==> config.mk <==
export PLATFORM = sky130hd
export DESIGN_NAME = sync_fifo_ptr
export DESIGN_NICKNAME = d
export VERILOG_FILES = /design/src/rtl/sync_fifo_ptr.sv
export SDC_FILE = /design/constraint.sdc
export NUM_CORES = 1
export LEC_CHECK = 0
export ABC_AREA = 1
export CAP_MARGIN = 20
export CORE_ASPECT_RATIO = 0.8
export CORE_MARGIN = 5
export CORE_UTILIZATION = 50
export CTS_CLUSTER_DIAMETER = 50
export CTS_CLUSTER_SIZE = 14
export DETAILED_ROUTE_END_ITERATION = 6
export PLACE_DENSITY = 0.69
export SYNTH_ARGS = -nofsm -noshare
export SYNTH_HDL_FRONTEND = slang
export SYNTH_SLANG_ARGS = --single-unit
==> constraint.sdc <==
create_clock -name clk -period 3.1 [get_ports clk]
set_input_delay 0.465 -clock clk [delete_from_list [all_inputs] [get_ports clk]]
set_output_delay 0.465 -clock clk [all_outputs]
set_load 0.02 [all_outputs]
==> src/rtl/sync_fifo_ptr.sv <==
// Single-clock FIFO exporting binary read/write pointers (MSB = wrap bit)
// for a downstream Gray encoder, with sticky overflow/underflow flags.
module sync_fifo_ptr #(
  parameter int DATA_WIDTH = 8,
  parameter int ADDR_WIDTH = 4
) (
  input  logic                  clk,
  input  logic                  rst,
  input  logic                  wr_en,
  input  logic [DATA_WIDTH-1:0] wr_data,
  output logic                  full,
  input  logic                  rd_en,
  output logic [DATA_WIDTH-1:0] rd_data,
  output logic                  rd_valid,
  output logic                  empty,
  output logic [ADDR_WIDTH:0]   count,
  output logic [ADDR_WIDTH:0]   wr_ptr,
  output logic [ADDR_WIDTH:0]   rd_ptr,
  output logic                  overflow,
  output logic                  underflow
);

  localparam int DEPTH = 1 << ADDR_WIDTH;
  localparam logic [ADDR_WIDTH:0] PTR_ONE = {{ADDR_WIDTH{1'b0}}, 1'b1};

  logic [DATA_WIDTH-1:0] mem [DEPTH];
  logic                  wr_accept;
  logic                  rd_accept;

  // Status depends only on registered pointers, so it cannot glitch with wr_en/rd_en.
  assign empty = (wr_ptr == rd_ptr);
  assign full  = (wr_ptr[ADDR_WIDTH] != rd_ptr[ADDR_WIDTH]) &&
                 (wr_ptr[ADDR_WIDTH-1:0] == rd_ptr[ADDR_WIDTH-1:0]);
  assign count = wr_ptr - rd_ptr;

  assign wr_accept = wr_en && !full;
  assign rd_accept = rd_en && !empty;

  // NOTE: the storage array has no reset; empty=1 after reset hides stale contents,
  // and leaving it unreset lets synthesis map it onto plain RAM.
  always_ff @(posedge clk) begin
    if (!rst && wr_accept) begin
      mem[wr_ptr[ADDR_WIDTH-1:0]] <= wr_data;
    end
  end

  // NOTE: non-blocking assignments keep every register sampling pre-edge values,
  // so full/empty seen by both accept terms are the start-of-cycle state.
  always_ff @(posedge clk) begin
    if (rst) begin
      wr_ptr    <= '0;
      rd_ptr    <= '0;
      rd_data   <= '0;
      rd_valid  <= 1'b0;
      overflow  <= 1'b0;
      underflow <= 1'b0;
    end else begin
      rd_valid <= rd_accept;
      if (wr_accept) begin
        wr_ptr <= wr_ptr + PTR_ONE;
      end
      if (rd_accept) begin
        rd_data <= mem[rd_ptr[ADDR_WIDTH-1:0]];
        rd_ptr  <= rd_ptr + PTR_ONE;
      end
      if (wr_en && full) begin
        overflow <= 1'b1;
      end
      if (rd_en && empty) begin
        underflow <= 1'b1;
      end
    end
  end

endmodule
### Yosys cells after proc, flatten, opt, wreduce, memory -nomap -nowiden

Memory sizes are Yosys's and may differ from the RTL's. A register that Yosys moved wholly into a read port is not among the register bits.
Index checks and enable logic that the tools add are counted.

* flip-flop bits (word level): 13
* RAM bits: 128
* input port bits: 12
* output and inout bits: 28
* word-level logic and storage cells: 23
* memories: 1

Memories
* mem: depth 16, bits a word 8, rd ports 1, clocked after memory_dff 1, write ports 1, line 26 `logic [DATA_WIDTH-1:0] mem [DEPTH];`

* add/subtract/negate cells: 3
* eq/ne operators: 3
* mux-type cells: 2
* reductions and logical operators: 9

Operator list (number)
* $add A5 B1 Y5 const B: 2
* $logic_and A1 B1 Y1: 6
* $eq A5 B5 Y1: 1
* $sub A5 B5 Y5: 1
* $eq A4 B4 Y1: 1
* $logic_not A1 Y1: 3
* $mux W1: 2
* $ne A1 B1 Y1: 1

### Longest topological paths before layout

* word-level depth: 7
* depth in mapped cells: 13

### Worst setup path before layout

OpenSTA, ideal clock, no wires.

* kind: flip-flop to flip-flop
* start point: reg rd_ptr[1]
* end point: mem mem[4][0] (enable)
* library setup time: 370 ps
* data arrival time: 2117 ps
* setup slack: 612 ps
* stages on the path, launching flop included: 12
* buffers on the path: 2
* clock period less this slack: 2488 ps
* cells stage by stage: dfxtp_1 -> buf_2 -> inv_2 -> buf_2 -> ha_1 -> nand2_1 -> nor2_2 -> nand3_1 -> nand2_2 -> nor2_1 -> nand2_1 -> nor2_1

* word-level cells in the longest chain between the ends: 7

RTL lines
* start: declaration: line 18 `output logic [ADDR_WIDTH:0] rd_ptr,`
* start signal: assignment: line 64 `rd_ptr <= rd_ptr + PTR_ONE;`
* $eq A4 B4 Y1: line 33 `(wr_ptr[ADDR_WIDTH-1:0] == rd_ptr[ADDR_WIDTH-1:0]);`
* $logic_and A1 B1 Y1: line 32 `assign full = (wr_ptr[ADDR_WIDTH] != rd_ptr[ADDR_WIDTH]) &&`
* $logic_not A1 Y1: line 36 `assign wr_accept = wr_en && !full;`
* $logic_and A1 B1 Y1: line 36
* $logic_and A1 B1 Y1: line 42 `if (!rst && wr_accept) begin`
* $mux W1: line 42
* $mux W1 (not written as such): line 43 `mem[wr_ptr[ADDR_WIDTH-1:0]] <= wr_data;`
* end: declaration: line 26

No other way between the ends.

### Worst setup path after layout

* start point: reg rd_ptr[3]
* end point: out full

* word-level cells in the longest chain between the ends: 2

RTL lines
* $eq A4 B4 Y1: line 33
* $logic_and A1 B1 Y1: line 32
* end: declaration: line 11 `output logic full,`

No other way between the ends.

==> impl_metrics.env <==
export IMPL_outcome="completed"
export IMPL_rr_endpoint="mem[2][6]"
export IMPL_finalPower_mw=5.260
export IMPL_crit_slowest_cell="clkdlybuf4s50_1"
export IMPL_fin_crit_ns=2.861
export IMPL_cts_clk_slew_worst_paths_ns=0.06
export IMPL_grt_max_degree=67
export IMPL_syn2layout_area_growth_pct=19.76
export IMPL_die_area_sq_um=15410
export IMPL_dpl_cell_count=856
export IMPL_drive_above_1_share_pct=8.836
export IMPL_finish_utilization_pct=60.79
export IMPL_ctsHtreeMaxLevel=4
export IMPL_cts_buffers=17
export IMPL_clockRootBuffer="clkbuf_16"
export IMPL_drtIter0Drc=487
export IMPL_cts_sinks=149
export IMPL_synth_cells=646
export IMPL_worst_slew_pin_slew_ns=0.7667
export IMPL_drt_antenna_violating_nets=0
export IMPL_cp_end_kind="output pin"
export IMPL_crit_required_ns=2.63
export IMPL_cp_endpoint="full"
export IMPL_startpoint_type="register"
export IMPL_hold_path_class="register to register"
export IMPL_setup_viol=0
export IMPL_rr_startpoint="rd_ptr[3]"
export IMPL_hp_start="overflow"
export IMPL_die_h_um=112.1
export IMPL_nets=722
export IMPL_fillerInstances=1010
export IMPL_post_cts_buffers=0
export IMPL_final_cell_area_sq_um=7795
export IMPL_io_buffers=39
export IMPL_cap_violations=0
export IMPL_firstDrtPassIters=5
export IMPL_critical_path_buf_inv_count=3
export IMPL_crit_path_cell_trace="inv_2 > ha_1 > nand2_2 > nor2_2 > nand3_1 > inv_1 > clkdlybuf4s50_1"
export IMPL_drc_errors=0
export IMPL_grt_usage_pct=21.03
export IMPL_cts_resized=0
export IMPL_io_pins=40
export IMPL_drt_wl_total_um=15340
export IMPL_start_util_pct=50.76
export IMPL_grt_pass1_wl_um=24300
export IMPL_finClkSkew_ns=0.007405
export IMPL_crit_fanout=10
export IMPL_fp_coreArea_sq_um=12820
export IMPL_instances_no_fill=888
export IMPL_r2r_slack_ns=0.57
export IMPL_wl_per_cell_um=17.28
export IMPL_n_antenna_cell=0
export IMPL_yosysUniqueCellTypes=24
export IMPL_slew_headroom_pct=48.73
export IMPL_antenna_found_initial=0
export IMPL_path_class="register to output pin"
export IMPL_synth_area_per_cell_sq_um=10.08
export IMPL_die_x_um=137.6
export IMPL_vias_per_cell=5.150
export IMPL_rsz0062_at_grt="no"
export IMPL_r2r_cells=10
export IMPL_ir_drop_mv=0.5652
export IMPL_syn_nets=668
export IMPL_row_count=37
export IMPL_ys_seq_elements=149
export IMPL_fin_crit_sh_pct=92.28
export IMPL_cts_path_max_buffers=2
export IMPL_fmax_mhz=349.6
export IMPL_num_vias=4573
export IMPL_tns_ns=0
export IMPL_crit_arrival_ns=2.40
export IMPL_hold_violations=0
export IMPL_holdBufCountCts=0
export IMPL_yosysWarnings=0
export IMPL_final_max_slew_viol_count=0
export IMPL_dp_hpwl_um=9883
export IMPL_cp_top_family="buffers and inverters"
export IMPL_gp_congestion=0.9162
export IMPL_grt_pass1_vias=4361
export IMPL_placed_cell_area_sq_um=7161
export IMPL_crit_start="rd_ptr[3]"
export IMPL_netlist_area_sq_um=6509
export IMPL_cts_tree="yes"
export IMPL_powerDensity_nw_per_um2=674.8
export IMPL_worstSkewPairLatency_ns=0.41
export IMPL_grt_overflow=0
export IMPL_synth_seq_area_share_pct=65.51
export IMPL_cp_depth=7
export IMPL_p_leak_nw=3.209
export IMPL_crit_path_max_incr_delay_ns=0.60
[stage by stage]
stage / hold slack, ns / worst slack [ns]
2_1_floorplan: 0.5264 / 0.6125
3_3_place_gp: 0.4478 / 0.6151
3_5_place_dp: 0.4486 / 0.5482
4_1_cts: 0.4573 / 0.06655
5_1_grt: 0.4750 / 0.07490
6_report: 0.4524 / 0.2393
[sequential cells by signal (all words and copies together), names as in the netlist]
signal / cells
rd_data: 8
overflow: 1
rd_ptr: 5
mem: 128
rd_valid: 1
wr_ptr: 5
underflow: 1
[cell usage after synthesis]
master | count | area share [%]
clkinv_1 | 1 | 0.058
nand2_2 | 3 | 0.29
inv_2 | 3 | 0.17
ha_1 | 9 | 1.7
xor2_1 | 8 | 1.1
nor2_1 | 27 | 1.6
inv_4 | 1 | 0.096
dfxtp_1 | 21 | 6.5
o21ai_0 | 12 | 0.92
buf_4 | 2 | 0.23
a21oi_2 | 1 | 0.13
nand3_1 | 95 | 7.3
fa_1 | 1 | 0.31
buf_6 | 2 | 0.35
a21oi_1 | 29 | 2.2
buf_1 | 2 | 0.12
nor2_2 | 1 | 0.096
nand2_1 | 181 | 10
nand3_2 | 1 | 0.15
edfxtp_1 | 128 | 59
nand2_4 | 1 | 0.17
inv_1 | 96 | 5.5
clkbuf_1 | 5 | 0.29
buf_2 | 16 | 1.2
[layout by cell type, fill, tap and decap left out, types with 2 or more instances in the layout]
cell and instances:
nand3_1 95, clkinv_1 2, inv_2 3, nand2_1 181
clkinv_2 4, xor2_1 8, buf_4 22, nor2_1 27
o21ai_0 12, dfxtp_1 20, nand2_2 3, clkbuf_1 3
edfxtp_1 128, clkbuf_16 17, inv_1 96, a21oi_1 29
bufinv_16 5, ha_1 9, clkdlybuf4s50_1 38
[worst min-delay path, delay by kind of cell, from the launching register on]
family,cells,cell delay (ns)
buf+inv,1,0.04
compound gates,1,0.05
flops,1,0.30
[final cells by class]
cell class / count / area (sq um) / area share, %
Tap cell: 175 / 219.0 / 2.809
Inverter: 101 / 381.6 / 4.896
Clock buffer: 21 / 450.4 / 5.778
Multi-Input combinational cell: 369 / 1719 / 22.05
Timing Repair Buffer: 62 / 578.1 / 7.416
Sequential cell: 149 / 4265 / 54.72
Clock inverter: 11 / 181.4 / 2.327
[how the worst min path moves through the flow]
stage | to | slack [ns] | cells past startpoint
2_1_floorplan | overflow | 0.53 | 2
3_3_place_gp | overflow | 0.45 | 2
3_5_place_dp | overflow | 0.45 | 2
4_1_cts | overflow | 0.46 | 2
5_1_grt | overflow | 0.48 | 2
6_report | overflow | 0.45 | 2
[layer usage]
metal	GRT usage [%]	routed length (um)
met1	30.73	6607
met2	31.99	7230
met3	4.749	1268
met4	5.452	237
met5	0	0
[report_power, final]
part,total (mW),internal (mW),switching (mW)
registers,2.25,2.22,0.0283
clock network,2.20,1.44,0.754
logic,0.816,0.274,0.542
total,5.26,3.94,1.32
[kinds of logic (layout without fill, tap and decap cells)]
group                      Yosys count  count (layout)  synth area share [%]
buffers and inverters              128             195                 8.074
adders and majority gates           10              10                 2.038
DFF                                149             149                 65.51
xor gates and xnor gates             8               8                 1.077
and+or+nand+nor                    309             309                 20.01
AOI/OAI and AO/OA                   42              42                 3.287
Power figures use the tool's default switching activity.
